--- src/rtl/genel_denetim_birimi.sv ---
// genel_denetim_birimi
//   Hazard, forwarding and flush controller for the GETIR/COZ/YURUT/GERIYAZ pipeline.
//   Drives the stage-register stall (*_durdur_o) and flush (*_bosalt_o) controls.
//   A flush has priority over a stall in the stage registers.
//
//   Optional build macro: SKORBORD_EN
//     defined   -> register scoreboard for long-latency writers (RAW/WAW stalls)
//     undefined -> plain forwarding and load-use controller; yrt_uzun_basla_i and
//                  gy_uzun_bitti_i are ignored
//
//   Ports
//     clk_i, rst_i               : clock, synchronous active-high reset
//     gtr_yanlis_tahmin_i        : branch mispredict
//     gtr_hazir_i                : fetch valid (0 = L1 miss)
//     gtr_durdur_o/gtr_bosalt_o  : GETIR stall / flush
//     cyo_rs_adres_i             : packed read addresses, port k at [k*ADRES_W +: ADRES_W]
//     cyo_rs_gecerli_i           : per-port read qualifier
//     cyo_rd_adres_i/_yaz_yazmac : COZ destination and write enable
//     cyo_yonlendir_kontrol_o    : per-port forwarding select, 2 bits per port
//     cyo_durdur_o/cyo_bosalt_o  : COZ stall / flush
//     yrt_durdur_o/yrt_bosalt_o  : YURUT stall / bubble insert
//     yrt_*                      : YURUT destination, write enable, readiness, load flag
//     yrt_uzun_basla_i           : YURUT instruction is a long-latency writer
//     gy_*                       : GERIYAZ destination, write enable, long-op completion
module genel_denetim_birimi #(
  parameter int unsigned OKU_PORT         = 2,
  parameter int unsigned ADRES_W          = 5,
  parameter int unsigned BASLANGIC_BOSALT = 2
) (
  input  logic                          clk_i,
  input  logic                          rst_i,
  input  logic                          gtr_yanlis_tahmin_i,
  input  logic                          gtr_hazir_i,
  output logic                          gtr_durdur_o,
  output logic                          gtr_bosalt_o,
  input  logic [OKU_PORT*ADRES_W-1:0]   cyo_rs_adres_i,
  input  logic [OKU_PORT-1:0]           cyo_rs_gecerli_i,
  input  logic [ADRES_W-1:0]            cyo_rd_adres_i,
  input  logic                          cyo_yaz_yazmac_i,
  output logic [2*OKU_PORT-1:0]         cyo_yonlendir_kontrol_o,
  output logic                          cyo_durdur_o,
  output logic                          cyo_bosalt_o,
  output logic                          yrt_durdur_o,
  output logic                          yrt_bosalt_o,
  input  logic                          yrt_yonlendir_gecersiz_i,
  input  logic                          yrt_yaz_yazmac_i,
  input  logic                          yrt_hazir_i,
  input  logic [ADRES_W-1:0]            yrt_rd_adres_i,
  input  logic                          yrt_uzun_basla_i,
  input  logic                          gy_yaz_yazmac_i,
  input  logic [ADRES_W-1:0]            gy_rd_adres_i,
  input  logic                          gy_uzun_bitti_i
);

  localparam logic [1:0] YON_HICBISEY = 2'b00;
  localparam logic [1:0] YON_YURUT    = 2'b01;
  localparam logic [1:0] YON_GERIYAZ  = 2'b10;

  localparam int unsigned BOS_W = $clog2(BASLANGIC_BOSALT + 1);

  logic             yuk_durmali;
  logic             skor_durmali;
  logic             tehlike;
  logic             durmus_q, durmus_d;
  logic [BOS_W-1:0] bos_sayac_q, bos_sayac_d;

  // Per-port forwarding select and load-use detection.
  always_comb begin : yonlendirme
    logic [ADRES_W-1:0] rs;
    logic               eslesme_yrt;
    logic               eslesme_gy;
    cyo_yonlendir_kontrol_o = '0;
    yuk_durmali             = 1'b0;
    for (int unsigned k = 0; k < OKU_PORT; k++) begin
      rs          = cyo_rs_adres_i[k*ADRES_W +: ADRES_W];
      eslesme_yrt = cyo_rs_gecerli_i[k] && (rs != '0) && (rs == yrt_rd_adres_i) &&
                    yrt_yaz_yazmac_i;
      eslesme_gy  = cyo_rs_gecerli_i[k] && (rs != '0) && (rs == gy_rd_adres_i) &&
                    gy_yaz_yazmac_i;
      if (eslesme_yrt && !yrt_yonlendir_gecersiz_i) begin
        cyo_yonlendir_kontrol_o[2*k +: 2] = YON_YURUT;
      end else if (eslesme_gy) begin
        cyo_yonlendir_kontrol_o[2*k +: 2] = YON_GERIYAZ;
      end else begin
        cyo_yonlendir_kontrol_o[2*k +: 2] = YON_HICBISEY;
      end
      if (eslesme_yrt && yrt_yonlendir_gecersiz_i) begin
        yuk_durmali = 1'b1;
      end
    end
  end

`ifdef SKORBORD_EN
  localparam int unsigned YAZMAC_N = 1 << ADRES_W;

  logic [YAZMAC_N-1:0] bekleyen_q, bekleyen_d;
  logic [YAZMAC_N-1:0] bekleyen_etkin;

  // A register completing this cycle is no longer pending; it forwards from GERIYAZ.
  always_comb begin
    bekleyen_etkin = bekleyen_q;
    if (gy_uzun_bitti_i) begin
      bekleyen_etkin[gy_rd_adres_i] = 1'b0;
    end
  end

  always_comb begin
    skor_durmali = cyo_yaz_yazmac_i && (cyo_rd_adres_i != '0) &&
                   bekleyen_etkin[cyo_rd_adres_i];
    for (int unsigned k = 0; k < OKU_PORT; k++) begin
      if (cyo_rs_gecerli_i[k] && bekleyen_etkin[cyo_rs_adres_i[k*ADRES_W +: ADRES_W]]) begin
        skor_durmali = 1'b1;
      end
    end
  end

  // Clear first so a same-cycle set wins; a stalled YURUT must not set twice.
  always_comb begin
    bekleyen_d = bekleyen_q;
    if (gy_uzun_bitti_i) begin
      bekleyen_d[gy_rd_adres_i] = 1'b0;
    end
    if (yrt_uzun_basla_i && yrt_yaz_yazmac_i && (yrt_rd_adres_i != '0) && !yrt_durdur_o) begin
      bekleyen_d[yrt_rd_adres_i] = 1'b1;
    end
    bekleyen_d[0] = 1'b0;
  end

  always_ff @(posedge clk_i) begin
    if (rst_i) begin
      bekleyen_q <= '0;
    end else begin
      bekleyen_q <= bekleyen_d;
    end
  end
`else
  logic skor_unused;
  assign skor_unused  = yrt_uzun_basla_i ^ gy_uzun_bitti_i;
  assign skor_durmali = 1'b0;
`endif

  assign tehlike = ((yuk_durmali && !durmus_q) || skor_durmali) && !gtr_yanlis_tahmin_i;

  // durmus remembers that the one-cycle load-use stall was already taken. It holds
  // during an L1 miss, and a stall suppressed by a mispredict does not count as taken.
  always_comb begin
    durmus_d = durmus_q;
    if (gtr_hazir_i) begin
      durmus_d = durmus_q ? 1'b0 : (yuk_durmali && !gtr_yanlis_tahmin_i);
    end
  end

  always_comb begin
    bos_sayac_d = bos_sayac_q;
    if (bos_sayac_q != '0) begin
      bos_sayac_d = bos_sayac_q - BOS_W'(1);
    end
  end

  always_ff @(posedge clk_i) begin
    if (rst_i) begin
      durmus_q    <= 1'b0;
      bos_sayac_q <= BOS_W'(BASLANGIC_BOSALT);
    end else begin
      durmus_q    <= durmus_d;
      bos_sayac_q <= bos_sayac_d;
    end
  end

  assign gtr_durdur_o = !rst_i && (!yrt_hazir_i || !gtr_hazir_i || tehlike);
  assign cyo_durdur_o = gtr_durdur_o;
  assign yrt_durdur_o = !rst_i && !gtr_hazir_i;
  // Bubble into YURUT while COZ holds the dependent instruction.
  assign yrt_bosalt_o = !rst_i && tehlike && yrt_hazir_i && gtr_hazir_i;
  assign gtr_bosalt_o = rst_i || (bos_sayac_q != '0) || gtr_yanlis_tahmin_i;
  assign cyo_bosalt_o = gtr_bosalt_o;

endmodule
--- config.mk ---
export PLATFORM = sky130hd
export DESIGN_NAME = genel_denetim_birimi
export DESIGN_NICKNAME = d
export VERILOG_FILES = /design/src/rtl/genel_denetim_birimi.sv
export SDC_FILE = /design/constraint.sdc
export NUM_CORES = 1
export LEC_CHECK = 0
export CAP_MARGIN = 20
export CORE_MARGIN = 2
export CORE_UTILIZATION = 31
export CTS_CLUSTER_SIZE = 40
export DETAILED_ROUTE_END_ITERATION = 8
export PLACE_DENSITY = 0.8
export SETUP_SLACK_MARGIN = 0.15
export SLEW_MARGIN = 40
export SYNTH_ARGS = -nofsm -noshare
export SYNTH_HDL_FRONTEND = slang
export SYNTH_SLANG_ARGS = --single-unit
--- constraint.sdc ---
create_clock -name clk_i -period 3.1 [get_ports clk_i]
set_clock_uncertainty 0.1 [all_clocks]
set_input_delay 0.62 -clock clk_i [delete_from_list [all_inputs] [get_ports clk_i]]
set_output_delay 0.62 -clock clk_i [all_outputs]
set_load 0.005 [all_outputs]
==> results of run 1 <==
==> cells by family after synthesis <==
| kind of cell | count (synthesis) | synth area share (%) |
|---|---|---|
| compound gates | 5 | 10.4 |
| xor+xnor | 21 | 38.1 |
| fa+ha+maj | 1 | 2.59 |
| simple gates | 24 | 28.2 |
| flops | 3 | 12.4 |
| buf+inv | 6 | 6.22 |
| mux | 1 | 2.07 |
==> critical path, cell delays in order <==
cell and delay [ns]:
clkdlybuf4s50_1 0.45, xor2_1 0.17, nor4_1 0.40, nand3_1 0.12
nor3_1 0.19, dlygate4sd2_1 0.25
==> per-stage QoR <==
stage               instances  utilization, %  hold WS, ns  setup TNS, ns  worst slack (ns)
floorplan                  61               -        0.326              0             0.534
global placement          128            66.1        0.339          -1.24            -0.257
detailed placement        128            66.1        0.350          -1.58            -0.319
CTS                       137            71.7        0.348              0            0.0396
global route              140            74.5        0.412              0            0.0588
finish                    140            74.5        0.380              0             0.177
==> power breakdown <==
group          internal (W)  switching, W  leakage, nW
sequential        0.0000506    0.00000481       0.0248
combinational     0.0000939     0.0000676        0.448
clock             0.0000484     0.0000228       0.0150
total              0.000193     0.0000952        0.488
==> worst paths after layout <==
path | start | endpoint | slack (ns)
worst max-delay path | gy_rd_adres_i[3] | cyo_yonlendir_kontrol_o[1] | 0.18
worst min-delay path | durmus_q$_SDFFE_PP0P_ | durmus_q$_SDFFE_PP0P_ | 0.38
worst max register to register | bos_sayac_q[0]$_SDFFE_PP0P_ | bos_sayac_q[1]$_SDFFE_PP1P_ | 1.89
worst min register to register | durmus_q$_SDFFE_PP0P_ | durmus_q$_SDFFE_PP0P_ | 0.38
==> layout make-up <==
cell class                      instances  area, um^2  area share (%)
Clock buffer                            4        26.3            2.37
Inverter                                4        15.0            1.35
Multi-Input combinational cell         52         454            40.9
Sequential cell                         3        60.1            5.41
Tap cell                               16        20.0            1.80
Timing Repair Buffer                   61         534            48.1
==> state kept, by name (all words and copies together), names as in the netlist <==
register     cells
durmus_q         1
bos_sayac_q      2
==> layer usage <==
layer,up-vias,global-route usage [%],routed length (um),share of wire [%]
li1,339,-,-,-
met1,317,21.2,705,38
met2,25,39.7,1080,58
met3,2,2.08,71,3.8
met4,0,3.03,17,0.91
met5,-,0,0,0
==> Yosys cell counts <==
cell and number:
xnor2_1 12, xor2_1 9, inv_1 4, nand2_1 4, nor4_1 4, dfxtp_1 3
nor2_1 3, nor3_1 3, buf_4 2, nand3_1 2, nand4_1 2, o21ai_1 2
and2_1 1, ha_1 1, mux2i_1 1, nor2b_1 1, nor3_2 1, o2111ai_2 1
o21ai_2 1, o21ai_4 1, or2_2 1, or4_1 1, or4_4 1
==> placed cells by master (no fill, tap or decap), drive strengths merged, types with 4 or more instances in the layout <==
cell type      instances
buf                   25
clkbuf                 4
clkdlybuf4s15          5
clkdlybuf4s50         17
dlygate4sd2           14
inv                    4
nand2                  4
nor3                   4
nor4                   4
o21ai                  4
xnor2                 12
xor2                   9
==> repair_timing <==
action	in CTS	in global routing
pin swaps	11	11
setup endpoints to repair	7	6
setup buffers	5	3
resized for setup	37	12
hold buffers	0	0
==> reports/qor.txt, run 1 <==
Total global-route track usage - 19.4%
Buffers on Ports - 39
Post-layout min period - 2.92 ns
CP Capture Type - primary output
Critical path launch point type - primary input
Status - finished, final reports clean
First-pass GRT wire length - 2.79 mm
Unrepaired setup endpoints after global routing - yes
Num ports - 48
Fin crit share - 94.3%
Worst vdd ir - 128 uV
Grt total ovfl - 0
Mean Syn Cell Area - 7.92 um^2
Vias in the first global route - 673
Max-Cap Viols - 0
Yosys top cell by area - xnor2_1
Die width - 43.5 um
ANT nets after route - 0
Total Power - 0.000288 W
Clock slew at reported path FFs - 0.04 ns
Vias/cell - 4.88
Critical Path AT - 2.20 ns
Cell row count - 14
Diodes inserted - 0
# fillers - 112
Synth top area cells - xnor2_1, xor2_1, dfxtp_1, nor4_1, o21ai_4
Final hold vios - 0
Share of cells above drive strength 1 - 33.9%
Total placed instance area - 983 um^2
Clock Latency Late Sink - 0.24 ns
Clk buf depth - 2
Area added between synthesis and finish - 130%
Slew headroom - 74.6%
Detailed-route wire length per cell - 13.4 um
Leakage power - 0.488 nW
Clock sink total - 3
Final slew viol count - 0
WHS Path Cells - 2
CTS tree - yes
Core area - 1490 um^2
# setup viols final - 0
Routed vias - 683
Yosys warns - 0
Initial Utilization - 32.4%
DP HPWL - 1.36 mm
Initial antenna violation count - 0
Initial DRT Pass Iterations - 6
Number of synthesized register bits - 3
Worst Max-Slew Pin Slew - 0.377 ns
F_max - 342 MHz
Pin count of the biggest net entering global routing - 6
R2r worst-path depth - 4
Final instance area - 1110 um^2
Post-synthesis sequential area ratio - 12.4%
Die H - 43.5 um
Syn_nets - 100
Crit path max fanout - 2
DRC - 0
H-Tree Depth - 1
Critical path type - in2out
Count of cell types in the netlist - 23
Mapped Area - 483 um^2
CP required - 2.38 ns
Total CTS buffers - 3
PwrDens - 260 nW/um^2
Die area - 1890 um^2
Hold Crit Class - reg2reg
Root Buffer - clkbuf_4
Cells after Synth - 61
Drt first-iter violations - 4
Final Wtd Congestion - 0.729
Top-area cell type share of the netlist area - 21.8%
Routed wire length - 1.87 mm
Nets - 164
(Power assumes the default switching activity.)
==> run 2: changes to the inputs <==
--- a/config.mk
+++ b/config.mk
@@ -7,11 +7,12 @@
 export LEC_CHECK = 0
 export CAP_MARGIN = 20
 export CORE_MARGIN = 2
-export CORE_UTILIZATION = 31
+export CORE_UTILIZATION = 29
 export CTS_CLUSTER_SIZE = 40
 export DETAILED_ROUTE_END_ITERATION = 8
-export PLACE_DENSITY = 0.8
+export PLACE_DENSITY = 0.76
 export SETUP_SLACK_MARGIN = 0.15
+export SKIP_LAST_GASP = 1
 export SLEW_MARGIN = 40
 export SYNTH_ARGS = -nofsm -noshare
 export SYNTH_HDL_FRONTEND = slang
==> constraint.sdc (replaced) <==
create_clock -name clk_i -period 3.3 [get_ports clk_i]
set_clock_uncertainty 0.1 [all_clocks]
set_input_delay 0.66 -clock clk_i [delete_from_list [all_inputs] [get_ports clk_i]]
set_output_delay 0.66 -clock clk_i [all_outputs]
set_load 0.005 [all_outputs]
==> run 2 against run 1 <==
  * Cell area stayed put
  * Die area increased by 6.3%
  * Setup slack improved by 0.0067 ns
  * Register-to-register slack gained 0.16 ns
  * Combinational power shrank 6%
  * Core utilization shrank 2.5 points
  * Global-route usage decreased by 1.2 points
  * Power shrank 6.6%
  * Sequential share of layout area is the same
  * Cell count shrank 0.71%
  * First-iteration DRC count increased to 2.5 times the previous value
  * Hold slack got worse by 0.0084 ns
  * Critical path type unchanged
==> reports/qor.txt, run 2 (same netlist as run 1, synthesis figures left out) <==
Drt first-iter violations - 10 (+6)
Worst-path cell chain - dlygate4sd2_1 -> or4_4 -> o21ai_4 -> buf_6 -> nor4_4 -> buf_4 -> clkdlybuf4s50_1
Grt total ovfl - 0 (unchanged)
CP startpoint - cyo_rs_adres_i[7]
# fillers - 121 (+8.0%)
Initial Utilization - 31.3% (-1.1 points)
Vias/cell - 4.88 (about the same)
CTS tree - yes
Max-Cap Viols - 0 (unchanged)
Die area - 2010 um^2 (+6.3%)
Initial DRT Pass Iterations - 5 (-1)
Final instance area - 1110 um^2 (unchanged)
Unrepaired setup endpoints after global routing - yes
Leakage power - 0.524 nW (+7.3%)
DRC - 0 (unchanged)
Share of cells above drive strength 1 - 30.1% (-3.8 points)
Num ports - 48 (unchanged)
FF+latch area - 60.1 um^2 (unchanged)
ANT nets after route - 0 (unchanged)
Total placed instance area - 968 um^2 (-1.5%)
Slew headroom - 81.9% (+7.2 points)
Worst Max-Slew Pin Slew - 0.270 ns (-0.107 ns)
Diodes inserted - 0 (unchanged)
Critical path type - in2out
Sequential Power Share - 19.4% (+0.2 points)
Worst setup margin - 0.184 ns (+0.00668 ns)
Nets - 163 (-0.61%)
Setup tns final - 0 ns (unchanged)
Fin crit share - 94.4%
PwrDens - 242 nW/um^2 (-6.6%)
Routed wire length - 1.88 mm (+0.16%)
Critical path launch point type - primary input
Total global-route track usage - 18.2% (-1.2 points)
DP HPWL - 1.39 mm (+2.1%)
Final Util - 72.0% (-2.5 points)
Clk pwr share - 23.7% (-1.0 points)
Clock sink total - 3 (unchanged)
Detailed-route wire length per cell - 13.5 um (+0.88%)
Area added between synthesis and finish - 130% (unchanged)
Hold Crit Class - reg2reg
Clock slew at reported path FFs - 0.04 ns (about the same)
Area of the multi-input gates - 438 um^2 (-3.6%)
Critical Path AT - 2.36 ns (+0.16 ns)
Total CTS buffers - 3 (unchanged)
F_max - 321 MHz
CP Capture Type - primary output
H-Tree Depth - 1 (unchanged)
First-pass GRT wire length - 2.75 mm (-1.5%)
# setup viols final - 0 (unchanged)
Slowest library cell on the worst path - or4_4
Root Buffer - clkbuf_4
Internal - 0.000180 W (-6.7%)
Clock Latency Late Sink - 0.23 ns (about the same)
Die width - 44.8 um (+3.1%)
Worst Hold Slack - 0.372 ns (-0.00838 ns)
Hold Crit Start - durmus_q$_SDFFE_PP0P_
Logic gate share of total power - 56.9% (+0.8 points)
Max stage delay on crit path - 0.53 ns (+0.08 ns)
Sw power - 0.0000890 W (-6.5%)
Post-layout min period - 3.12 ns
Final slew viol count - 0 (unchanged)
Crit path max fanout - 2 (unchanged)
Core area - 1540 um^2 (+3.5%)
Buffers on Ports - 39 (unchanged)
Biggest registers after layout - bos_sayac_q: 2 flops, durmus_q: 1 flops
Die H - 44.8 um (+3.1%)
Final hold vios - 0 (unchanged)
Place WS - -0.187 ns (+0.132 ns)
CP required - 2.54 ns (+0.16 ns)
Sw Share - 33.1% (+0.033 points)
Worst flop-to-flop path startpoint - bos_sayac_q[0]$_SDFFE_PP0P_
Max reg flops - 2 (unchanged)
Largest reg by FF count - bos_sayac_q
Status - finished, final reports clean
Worst vdd ir - 148 uV (+16%)
Vias in the first global route - 663 (-1.5%)
Clk buf depth - 2 (unchanged)
Pin count of the biggest net entering global routing - 6 (unchanged)
Initial antenna violation count - 0 (unchanged)
Cell row count - 14 (unchanged)
Routed vias - 678 (-0.73%)
Most frequent cells in the layout - clkdlybuf4s50_1, buf_4, xnor2_1
Final Wtd Congestion - 0.860 (+18%)
## run 2: cell types whose count changed in the layout (fill, tap and decap cells not counted)
| cell | before | now |
|---|---|---|
| buf_6 | 3 | 2 |
| clkdlybuf4s50_1 | 17 | 19 |
| nor3_1 | 1 | 2 |
| xnor2_2 | 2 | 1 |
| nor3_2 | 3 | 2 |
| clkdlybuf4s15_1 | 5 | 1 |
| dlymetal6s2s_1 | 0 | 7 |
| o21ai_2 | 1 | 0 |
| dlygate4sd2_1 | 14 | 10 |
| xnor2_1 | 10 | 11 |
| buf_2 | 3 | 2 |
| o21ai_1 | 1 | 2 |
## run 2: routing by layer
metal  vias to the layer above  GRT usage (%)  wire (um)
met5                         -              0          0
met4                         0           3.53          0
met3                         0           2.80         72
met2                        23           33.6       1050
met1                       321           22.3        753
li1                        334              -          -
## run 2: power groups by stage
| stage | Sequential (W) | Combinational (W) | Clock, W |
|---|---|---|---|
| final | 0.0000522 | 0.000153 | 0.0000639 |
| after CTS | 0.0000521 | 0.000148 | 0.0000641 |
| after global placement | 0.0000523 | 0.000136 | 0 |
| after detailed placement | 0.0000528 | 0.000143 | 0 |
| after floorplan | 0.0000521 | 0.0000685 | 0 |
| after global routing | 0.0000526 | 0.000166 | 0.0000709 |
## run 2: final cells by class
| class | count | share of cell area (%) |
|---|---|---|
| multi-input combinational | 52 | 39.5 |
| sequential | 3 | 5.41 |
| clock buffer | 4 | 2.37 |
| inverter | 4 | 1.35 |
| tap | 16 | 1.80 |
| timing repair buffer | 60 | 49.6 |
## run 2: path summary, 6_finish.rpt
check                                endpoint  slack [ns]  cells after the start
setup reg to reg  bos_sayac_q[1]$_SDFFE_PP1P_        2.05                      4
hold / removal          durmus_q$_SDFFE_PP0P_        0.37                      2
setup / recovery   cyo_yonlendir_kontrol_o[2]        0.18                      7
hold reg to reg         durmus_q$_SDFFE_PP0P_        0.37                      2
## run 2: timing repair
action                     CTS  global route
setup endpoints to repair    7             4
gates cloned                 0             0
pin swaps                    9             8
hold buffers                 0             0
setup buffers                4             5
resized for setup           24            12
## run 2: worst max-delay path, delay by kind of cell
kind / cells / cell delay [ns]
buf+inv: 4 / 0.95
simple gates: 2 / 0.57
compound gates: 1 / 0.16
## run 2: stage by stage
step                      power (W)  cells
final                      0.000269    139
after global routing       0.000289    139
after CTS                  0.000264    134
after detailed placement   0.000196    126
after global placement     0.000189    126
after floorplan            0.000121     61
